## src/rtl/fpnew_pkg.sv

```systemverilog
// Shared FPnew types: IEEE status flags plus the result-ROB entry state and storage record.
package fpnew_pkg;

  localparam int unsigned FLEN = 64;

  typedef struct packed {
    logic nv;
    logic dz;
    logic of;
    logic uf;
    logic nx;
  } status_t;

  typedef enum logic [1:0] {
    FREE    = 2'd0,
    PENDING = 2'd1,
    DONE    = 2'd2
  } rob_state_e;

  // Entries are sized for the widest format; narrower results occupy the low bits.
  typedef struct packed {
    logic [FLEN-1:0] result;
    status_t         status;
  } rob_entry_t;

endpackage

```

## src/rtl/fpnew_result_rob.sv

```systemverilog
// In-order retirement buffer for out-of-order opgroup results, with sticky fflags.
// Optional protocol checker enabled by defining FPNEW_ROB_CHECK_EN.
module fpnew_result_rob
  import fpnew_pkg::*;
#(
  parameter  int unsigned NumOpGroups = 4,
  parameter  int unsigned Width       = 64,
  parameter  int unsigned Depth       = 8,
  localparam int unsigned IdWidth     = $clog2(Depth)
) (
  input  logic                                  clk_i,
  input  logic                                  rst_i,
  input  logic                                  flush_i,
  input  logic                                  alloc_valid_i,
  output logic                                  alloc_ready_o,
  output logic [IdWidth-1:0]                    alloc_id_o,
  input  logic [NumOpGroups-1:0]                res_valid_i,
  output logic [NumOpGroups-1:0]                res_ready_o,
  input  logic [NumOpGroups-1:0][IdWidth-1:0]   res_id_i,
  input  logic [NumOpGroups-1:0][Width-1:0]     res_result_i,
  input  status_t [NumOpGroups-1:0]             res_status_i,
  output logic                                  wb_valid_o,
  input  logic                                  wb_ready_i,
  output logic [IdWidth-1:0]                    wb_id_o,
  output logic [Width-1:0]                      wb_result_o,
  output status_t                               wb_status_o,
  output status_t                               fflags_o,
  input  logic                                  fflags_clr_i,
  output logic                                  busy_o,
  output logic                                  err_o
);

  logic [IdWidth:0]         head_q, tail_q;
  logic [IdWidth-1:0]       head_idx, tail_idx;
  rob_state_e               state_q [Depth];
  rob_state_e               state_d [Depth];
  rob_entry_t               entry_q [Depth];
  status_t                  fflags_q;
  logic                     empty, full, do_alloc, do_retire;
  logic [NumOpGroups-1:0]   wr_en;

  assign head_idx = head_q[IdWidth-1:0];
  assign tail_idx = tail_q[IdWidth-1:0];
  assign empty    = (head_q == tail_q);
  assign full     = (head_idx == tail_idx) && (head_q[IdWidth] != tail_q[IdWidth]);

  assign alloc_ready_o = !full;
  assign alloc_id_o    = tail_idx;
  assign res_ready_o   = {NumOpGroups{!flush_i}};
  assign busy_o        = !empty;
  assign fflags_o      = fflags_q;

  // Full blocks allocation even if the head retires this cycle: no bypass.
  assign do_alloc  = alloc_valid_i && !full && !flush_i;
  assign wb_valid_o = (state_q[head_idx] == DONE);
  assign do_retire = wb_valid_o && wb_ready_i && !flush_i;

  assign wb_id_o     = head_idx;
  assign wb_result_o = wb_valid_o ? Width'(entry_q[head_idx].result) : '0;
  assign wb_status_o = wb_valid_o ? entry_q[head_idx].status : '0;

  // Writes to FREE or DONE entries are silently dropped.
  always_comb begin
    for (int g = 0; g < NumOpGroups; g++) begin
      wr_en[g] = res_valid_i[g] && !flush_i && (state_q[res_id_i[g]] == PENDING);
    end
  end

  // NOTE: every always_comb target gets its default first so no path leaves it unassigned (no latch).
  always_comb begin
    for (int i = 0; i < Depth; i++) state_d[i] = state_q[i];
    if (flush_i) begin
      for (int i = 0; i < Depth; i++) state_d[i] = FREE;
    end else begin
      for (int g = 0; g < NumOpGroups; g++) begin
        if (wr_en[g]) state_d[res_id_i[g]] = DONE;
      end
      if (do_retire) state_d[head_idx] = FREE;
      if (do_alloc)  state_d[tail_idx] = PENDING;
    end
  end

  // NOTE: sequential state uses non-blocking assignments so every register samples pre-edge values.
  always_ff @(posedge clk_i or posedge rst_i) begin
    if (rst_i) begin
      for (int i = 0; i < Depth; i++) state_q[i] <= FREE;
      head_q   <= '0;
      tail_q   <= '0;
      fflags_q <= '0;
    end else begin
      for (int i = 0; i < Depth; i++) state_q[i] <= state_d[i];
      if (flush_i) begin
        head_q <= '0;
        tail_q <= '0;
      end else begin
        if (do_retire) head_q <= head_q + 1'b1;
        if (do_alloc)  tail_q <= tail_q + 1'b1;
      end
      fflags_q <= (fflags_clr_i ? '0 : fflags_q) | (do_retire ? wb_status_o : '0);
    end
  end

  // NOTE: the payload array has no reset; entry state gates every read, so stale data is never visible.
  always_ff @(posedge clk_i) begin
    for (int g = 0; g < NumOpGroups; g++) begin
      if (wr_en[g]) begin
        entry_q[res_id_i[g]].result <= FLEN'(res_result_i[g]);
        entry_q[res_id_i[g]].status <= res_status_i[g];
      end
    end
  end

`ifdef FPNEW_ROB_CHECK_EN
  logic err_q, err_d;

  always_comb begin
    err_d = err_q;
    if (alloc_valid_i && full) err_d = 1'b1;
    for (int g = 0; g < NumOpGroups; g++) begin
      if (res_valid_i[g] && !flush_i) begin
        if (state_q[res_id_i[g]] != PENDING) err_d = 1'b1;
        for (int h = g + 1; h < NumOpGroups; h++) begin
          if (res_valid_i[h] && (res_id_i[h] == res_id_i[g])) err_d = 1'b1;
        end
      end
    end
  end

  always_ff @(posedge clk_i or posedge rst_i) begin
    if (rst_i) err_q <= 1'b0;
    else       err_q <= err_d;
  end

  assign err_o = err_q;
`else
  assign err_o = 1'b0;
`endif

endmodule

```

## config.mk

```make
export PLATFORM = sky130hd
export DESIGN_NAME = fpnew_result_rob
export DESIGN_NICKNAME = d
export VERILOG_FILES = /design/src/rtl/fpnew_pkg.sv /design/src/rtl/fpnew_result_rob.sv
export SDC_FILE = /design/constraint.sdc
export NUM_CORES = 2
export LEC_CHECK = 0
export BUFFER_PORTS_ARGS = -buffer_cell sky130_fd_sc_hd__buf_2
export CORE_MARGIN = 2
export CORE_UTILIZATION = 50
export CTS_BUF_LIST = sky130_fd_sc_hd__clkbuf_2 sky130_fd_sc_hd__clkbuf_4 sky130_fd_sc_hd__clkbuf_8
export DETAILED_ROUTE_END_ITERATION = 16
export GPL_TIMING_DRIVEN = 0
export MAX_ROUTING_LAYER = met4
export PLACE_DENSITY_LB_ADDON = 0.25
export SLEW_MARGIN = 20
export SYNTH_ARGS = -nofsm -noshare
export SYNTH_HDL_FRONTEND = slang
export SYNTH_SLANG_ARGS = --single-unit
```

## constraint.sdc

```tcl
create_clock -name clk_i -period 9.6 [get_ports clk_i]
set_input_delay 1.44 -clock clk_i [delete_from_list [all_inputs] [get_ports clk_i]]
set_output_delay 1.44 -clock clk_i [all_outputs]
set_load 0.05 [all_outputs]
```

# Yosys cells after proc, flatten, opt, wreduce, memory -nomap -nowiden
# Memories as Yosys holds them, arrays and structs flattened.
# Cells that the tools add are included.
[op_classes] n_addsub=2 order_cmp=12 eq_ne=8 n_mux=55 n_bitwise=24 n_reduce_logical=24
[op_table] op="two-way mux 16 bit" n=12
[op_table] op="two-way mux 64 bit" n=1
[op_table] op="AND 8 bit" n=5
[op_table] op="NOT 8 bit" n=5
[op_table] op="bitwise OR 8 bit" n=5
[op_table] op="demux 2 bit (select 3 bit)" n=6
[op_table] op="two-way mux 2 bit" n=16
[op_table] op="binary-select mux 2 bit (select 3 bit)" n=5
[op_table] op=">= comparator 4 bit (second input constant)" n=6
[op_table] op="< comparator 4 x 1 -> 1 bit (second input constant)" n=6
[op_table] op="NOT 3 -> 4 bit" n=6
[op_table] op="logical AND 1 bit" n=19
[op_table] op="AND 16 bit" n=1
[op_table] op="two-way mux 4 bit" n=4
[op_table] op="NOT 16 bit" n=1
[op_table] op="two-way mux 5 bit" n=3
[op_table] op="adder 4 x 1 -> 4 bit (second input constant)" n=2
[op_table] op="== test 2 x 1 -> 1 bit (second input constant)" n=4
[op_table] op="two-way mux 1 bit" n=8
[op_table] op="bitwise OR 5 bit" n=1
[op_table] op="== test 4 bit" n=1
[op_table] op="nonzero test 2 bit" n=2
[op_table] op="== test 3 bit" n=1
[op_table] op="logical NOT 1 bit" n=3
[op_table] op="2 further kinds" n=2
[totals] reg_bits=29 mem_bits_rw=552 elab_cells=141 memories=1
[memory_table] name="entry_q" depth=8 word_bits=69 rd=1 rd_clocked_by_memory_dff=0 write_ports=4 line="fpnew_result_rob.sv:37" rtl="rob_entry_t entry_q [Depth];"

# Longest topological paths before layout
[depth] ltp_word=24 ltp_mapped=9

# Least setup slack after synthesis
# OpenSTA, ideal clock, no wires.
[synth_timing] kind="input port to flip-flop" from="in res_id_i[2] (netlist name)" to="mem entry_q[5][0] (netlist name), enable pin" setup_time_ns=0.516 arrival_ns=5.652 path_slack_ns=3.432 stages=5 path_buffers=1 path_cell_list="buf_1 > mux2i_1 > o22a_1 > nand4_1 > o211ai_1"
[synth_lines] item="start: declaration" line="fpnew_result_rob.sv:19" rtl="input logic [NumOpGroups-1:0][IdWidth-1:0] res_id_i,"
[synth_lines] item="end: declaration" line="fpnew_result_rob.sv:37"

# Worst setup path after layout
[layout_timing] from="reg head_q[0]" to="out wb_result_o[32]"
[layout_via] elab_chain_cells=6 elab_cells_between_ends=7
[layout_lines] item="start: declaration" line="fpnew_result_rob.sv:33" rtl="logic [IdWidth:0] head_q, tail_q;"
[layout_lines] item="start signal: assignment" line="fpnew_result_rob.sv:96" rtl="if (do_retire) head_q <= head_q + 1'b1;"
[layout_lines] item="NOT 3 -> 4 bit (not written as such)" line="fpnew_result_rob.sv:55" rtl="assign wb_valid_o = (state_q[head_idx] == DONE);"
[layout_lines] item="binary-select mux 2 bit (select 3 bit)" line="fpnew_result_rob.sv:55"
[layout_lines] item="two-way mux 2 bit (not written as such) (2 in series)" line="fpnew_result_rob.sv:55"
[layout_lines] item="== test 2 bit" line="fpnew_result_rob.sv:55"
[layout_lines] item="two-way mux 64 bit (*)" line="fpnew_result_rob.sv:59" rtl="assign wb_result_o = wb_valid_o ? Width'(entry_q[head_idx].result) : '0;"
[layout_lines] item="end: declaration" line="fpnew_result_rob.sv:25" rtl="output logic [Width-1:0] wb_result_o,"
# Mark *: on every way between the ends. The rest lies on a longest branch, timed or not. The select of a mux whose other input is x is not followed.

==> flow_summary.json <==
{
  "status": "completed",
  "syn_avg_cell_area_um2": 10.5,
  "crit_required_ps": 8160,
  "antenna_found_initial": 52,
  "final_common_cell": "mux2i_1",
  "critPathLaunchType": "register",
  "cts_made_buffers": 105,
  "synth_top_family_by_area": "multiplexers",
  "power_w": 0.00586,
  "yosysSeqAreaShare_pct": 42.7,
  "path_max_fanout": 10,
  "pwr-share-clk_pct": 42.2,
  "setup_viol": 0,
  "htreeDepth": 3,
  "p_leak_nw": 17.9,
  "grt_overflow": 0,
  "clock_latency_ps": 790,
  "drt_first_iter_violations": 6320,
  "boundaryPins": 386,
  "layout-drive-gt1-share_pct": 20.9,
  "p_sw_w": 0.00155,
  "async_reset_ff_share_pct": 4.99,
  "relSlewSlack_pct": 10.9,
  "synth-seq-cells": 581,
  "internal_power_w": 0.00431,
  "cts_resized": 0,
  "synthMuxAreaShare_pct": 25.3,
  "clock.fmax_mhz": 160,
  "clk_pin_slew_ps": 60,
  "switching_share_pct": 26.4,
  "vdd_drop_max_uv": 90.3,
  "slew_viol_final": 0,
  "area_delta_synth_final_pct": 12.9,
  "fin_area_mm2": 0.0457,
  "cts-root-buf": "clkbuf_8",
  "endpoint_kind": "output port",
  "numClockSinks": 581,
  "yosys_most_used_dff": "edfxtp_1",
  "yosysUniqueCellTypes": 72,
  "hold_violations": 0,
  "cts_hold_buf": 0,
  "port_buffers": 243,
  "hold_class": "reg -> reg",
  "synth_compound_area_share_pct": 13.5,
  "p_seq_share_pct": 47.8,
  "p_per_area_mw_per_mm2": 128,
  "post-dp-hpwl_um": 116000,
  "synth_edf_count": 552,
  "postCtsSetupBuffers": 0,
  "n_fill_cell": 7052,
  "die_width_um": 289,
  "register_area_mm2": 0.0173,
  "path_class": "reg -> out",
  "nets": 4542,
  "ctsLongestPathBuffers": 3,
  "dieArea_mm2": 0.0833,
  "synth_nets": 4167,
  "final_cell_mix": "mux2i_1, edfxtp_1, buf_2, nor2_1, nor3_1",
  "rsz0062_at_grt": "no",
  "wl_per_cell_um": 32.2,
  "initial_utilization_pct": 50.4,
  "vias_per_cell": 7.08,
  "drv_cap": 0,
  "track_usage_pct": 42.3,
  "dieHeight_um": 289,
  "rows": 104,
  "coreArea_mm2": 0.0804,
  "ys_warn_count": 0,
  "finalCritPeriodShare_pct": 65.1,
  "grt_pass1_vias": 36800,
  "grt_max_degree": 51,
  "dr.pass1.iters": 8,
  "multiInputGateArea_mm2": 0.0208,
  "postRouteAntennaNets": 0,
  "num_vias": 38600,
  "gp_congestion": 0.998,
  "synth_xor_area_share_pct": 0.130,
  "routed_wl_um": 176000,
  "critPathArrivalTime_ps": 4810,
  "worst_slew_pin_slew_ps": 1340,
  "cts_tree": "yes",
  "holdWs_ps": 530,
  "synth-adder-area-share_pct": 0.0618,
  "period_needed_ps": 6250,
  "drc_errors": 0,
  "postPlaceCellArea_mm2": 0.0435,
  "finalSetupTns_ps": 0,
  "syn_area_mm2": 0.0405,
  "finClkSkew_ps": 71.6,
  "pwr-share-comb_pct": 10.0,
  "syn-instance-count": 3867,
  "yosys.area_share.simple_pct": 12.2,
  "grt_pass1_wl_um": 251000
}
## cell families (layout without fill, tap and decap cells)
| logic type | after synthesis | after routing |
|---|---|---|
| compound gates | 765 | 765 |
| xor+xnor | 6 | 6 |
| fa+ha+maj | 2 | 2 |
| buf+inv | 554 | 1018 |
| flops | 581 | 581 |
| mux | 853 | 853 |
| other cells | 1 | 63 |
| simple gates | 1105 | 1105 |
## routing by layer
| layer | GRT usage, % | part of all wire, % | routed length (µm) | vias to the layer above |
|---|---|---|---|---|
| li1 | - | - | - | 15800 |
| met1 | 52.5 | 35 | 61700 | 18500 |
| met2 | 60.1 | 43 | 75400 | 3513 |
| met3 | 14.4 | 15 | 26900 | 796 |
| met4 | 24.2 | 6.7 | 11800 | 0 |
| met5 | - | 0 | 0 | - |
## sequential cells by signal, summed over array words and instances (netlist names)
signal,count
state_q,16
fflags_o,5
entry_q,552
head_q,4
tail_q,4
## power by group through the flow
stage | Sequential (W) | Clock (W) | Combinational (W)
floorplan | 0.00285 | 0 | 0.000350
global placement | 0.00285 | 0 | 0.000550
detailed placement | 0.00285 | 0 | 0.000563
CTS | 0.00280 | 0.00244 | 0.000565
global route | 0.00280 | 0.00254 | 0.000618
finish | 0.00280 | 0.00247 | 0.000584
## through the flow
stage	cells	setup WS, ps	utilization (%)
2_1_floorplan	3867	3430	-
3_3_place_gp	5170	-1060	53.5
3_5_place_dp	5195	4280	54.0
4_1_cts	5391	3490	56.7
5_1_grt	5443	3330	56.9
6_report	5453	3350	56.9
## synthesized netlist by cell type, drive strengths merged (119+ instances only)
cell,count,area [µm²]
mux2i,592,5930
edfxtp,552,16600
nor2,376,1410
nor3,354,1770
clkbuf,284,1080
a311oi,276,2420
nand2,262,983
buf,246,1260
o21ai,148,741
mux2,142,1640
a21oi,129,646
mux4,119,2680
## layout make-up
class	count	area share (%)
Antenna cell	62	0.339
Buffer	530	5.12
Clock buffer	152	4.01
Clock inverter	44	0.632
Inverter	24	0.219
Multi-Input combinational cell	2732	45.5
Sequential cell	581	37.8
Tap cell	1060	2.90
Timing Repair Buffer	268	3.45
## worst paths after layout
path	to	cells after the start	slack (ps)	startpoint
max	wb_result_o[32]	7	3350	head_q[0]$_DFFE_PP0P_
min	fflags_o[4]$_DFF_PP0_	2	530	fflags_o[4]$_DFF_PP0_
max reg2reg	entry_q[2][44]$_DFFE_PP_	7	5780	state_q[11]$_DFF_PP0_
min reg2reg	fflags_o[4]$_DFF_PP0_	2	530	fflags_o[4]$_DFF_PP0_
max in group asynchronous	state_q[1]$_DFF_PP0_	2	8220	rst_i
min in group asynchronous	state_q[5]$_DFF_PP0_	2	860	rst_i
## critical path, stage by stage, from the launching register on
cell	delay [ps]
dfrtp_1	380
buf_2	250
clkbuf_1	860
clkbuf_1	740
mux2i_1	160
a22o_1	260
a2111oi_1	980
buf_2	420
Power figures use the tool's default switching activity.
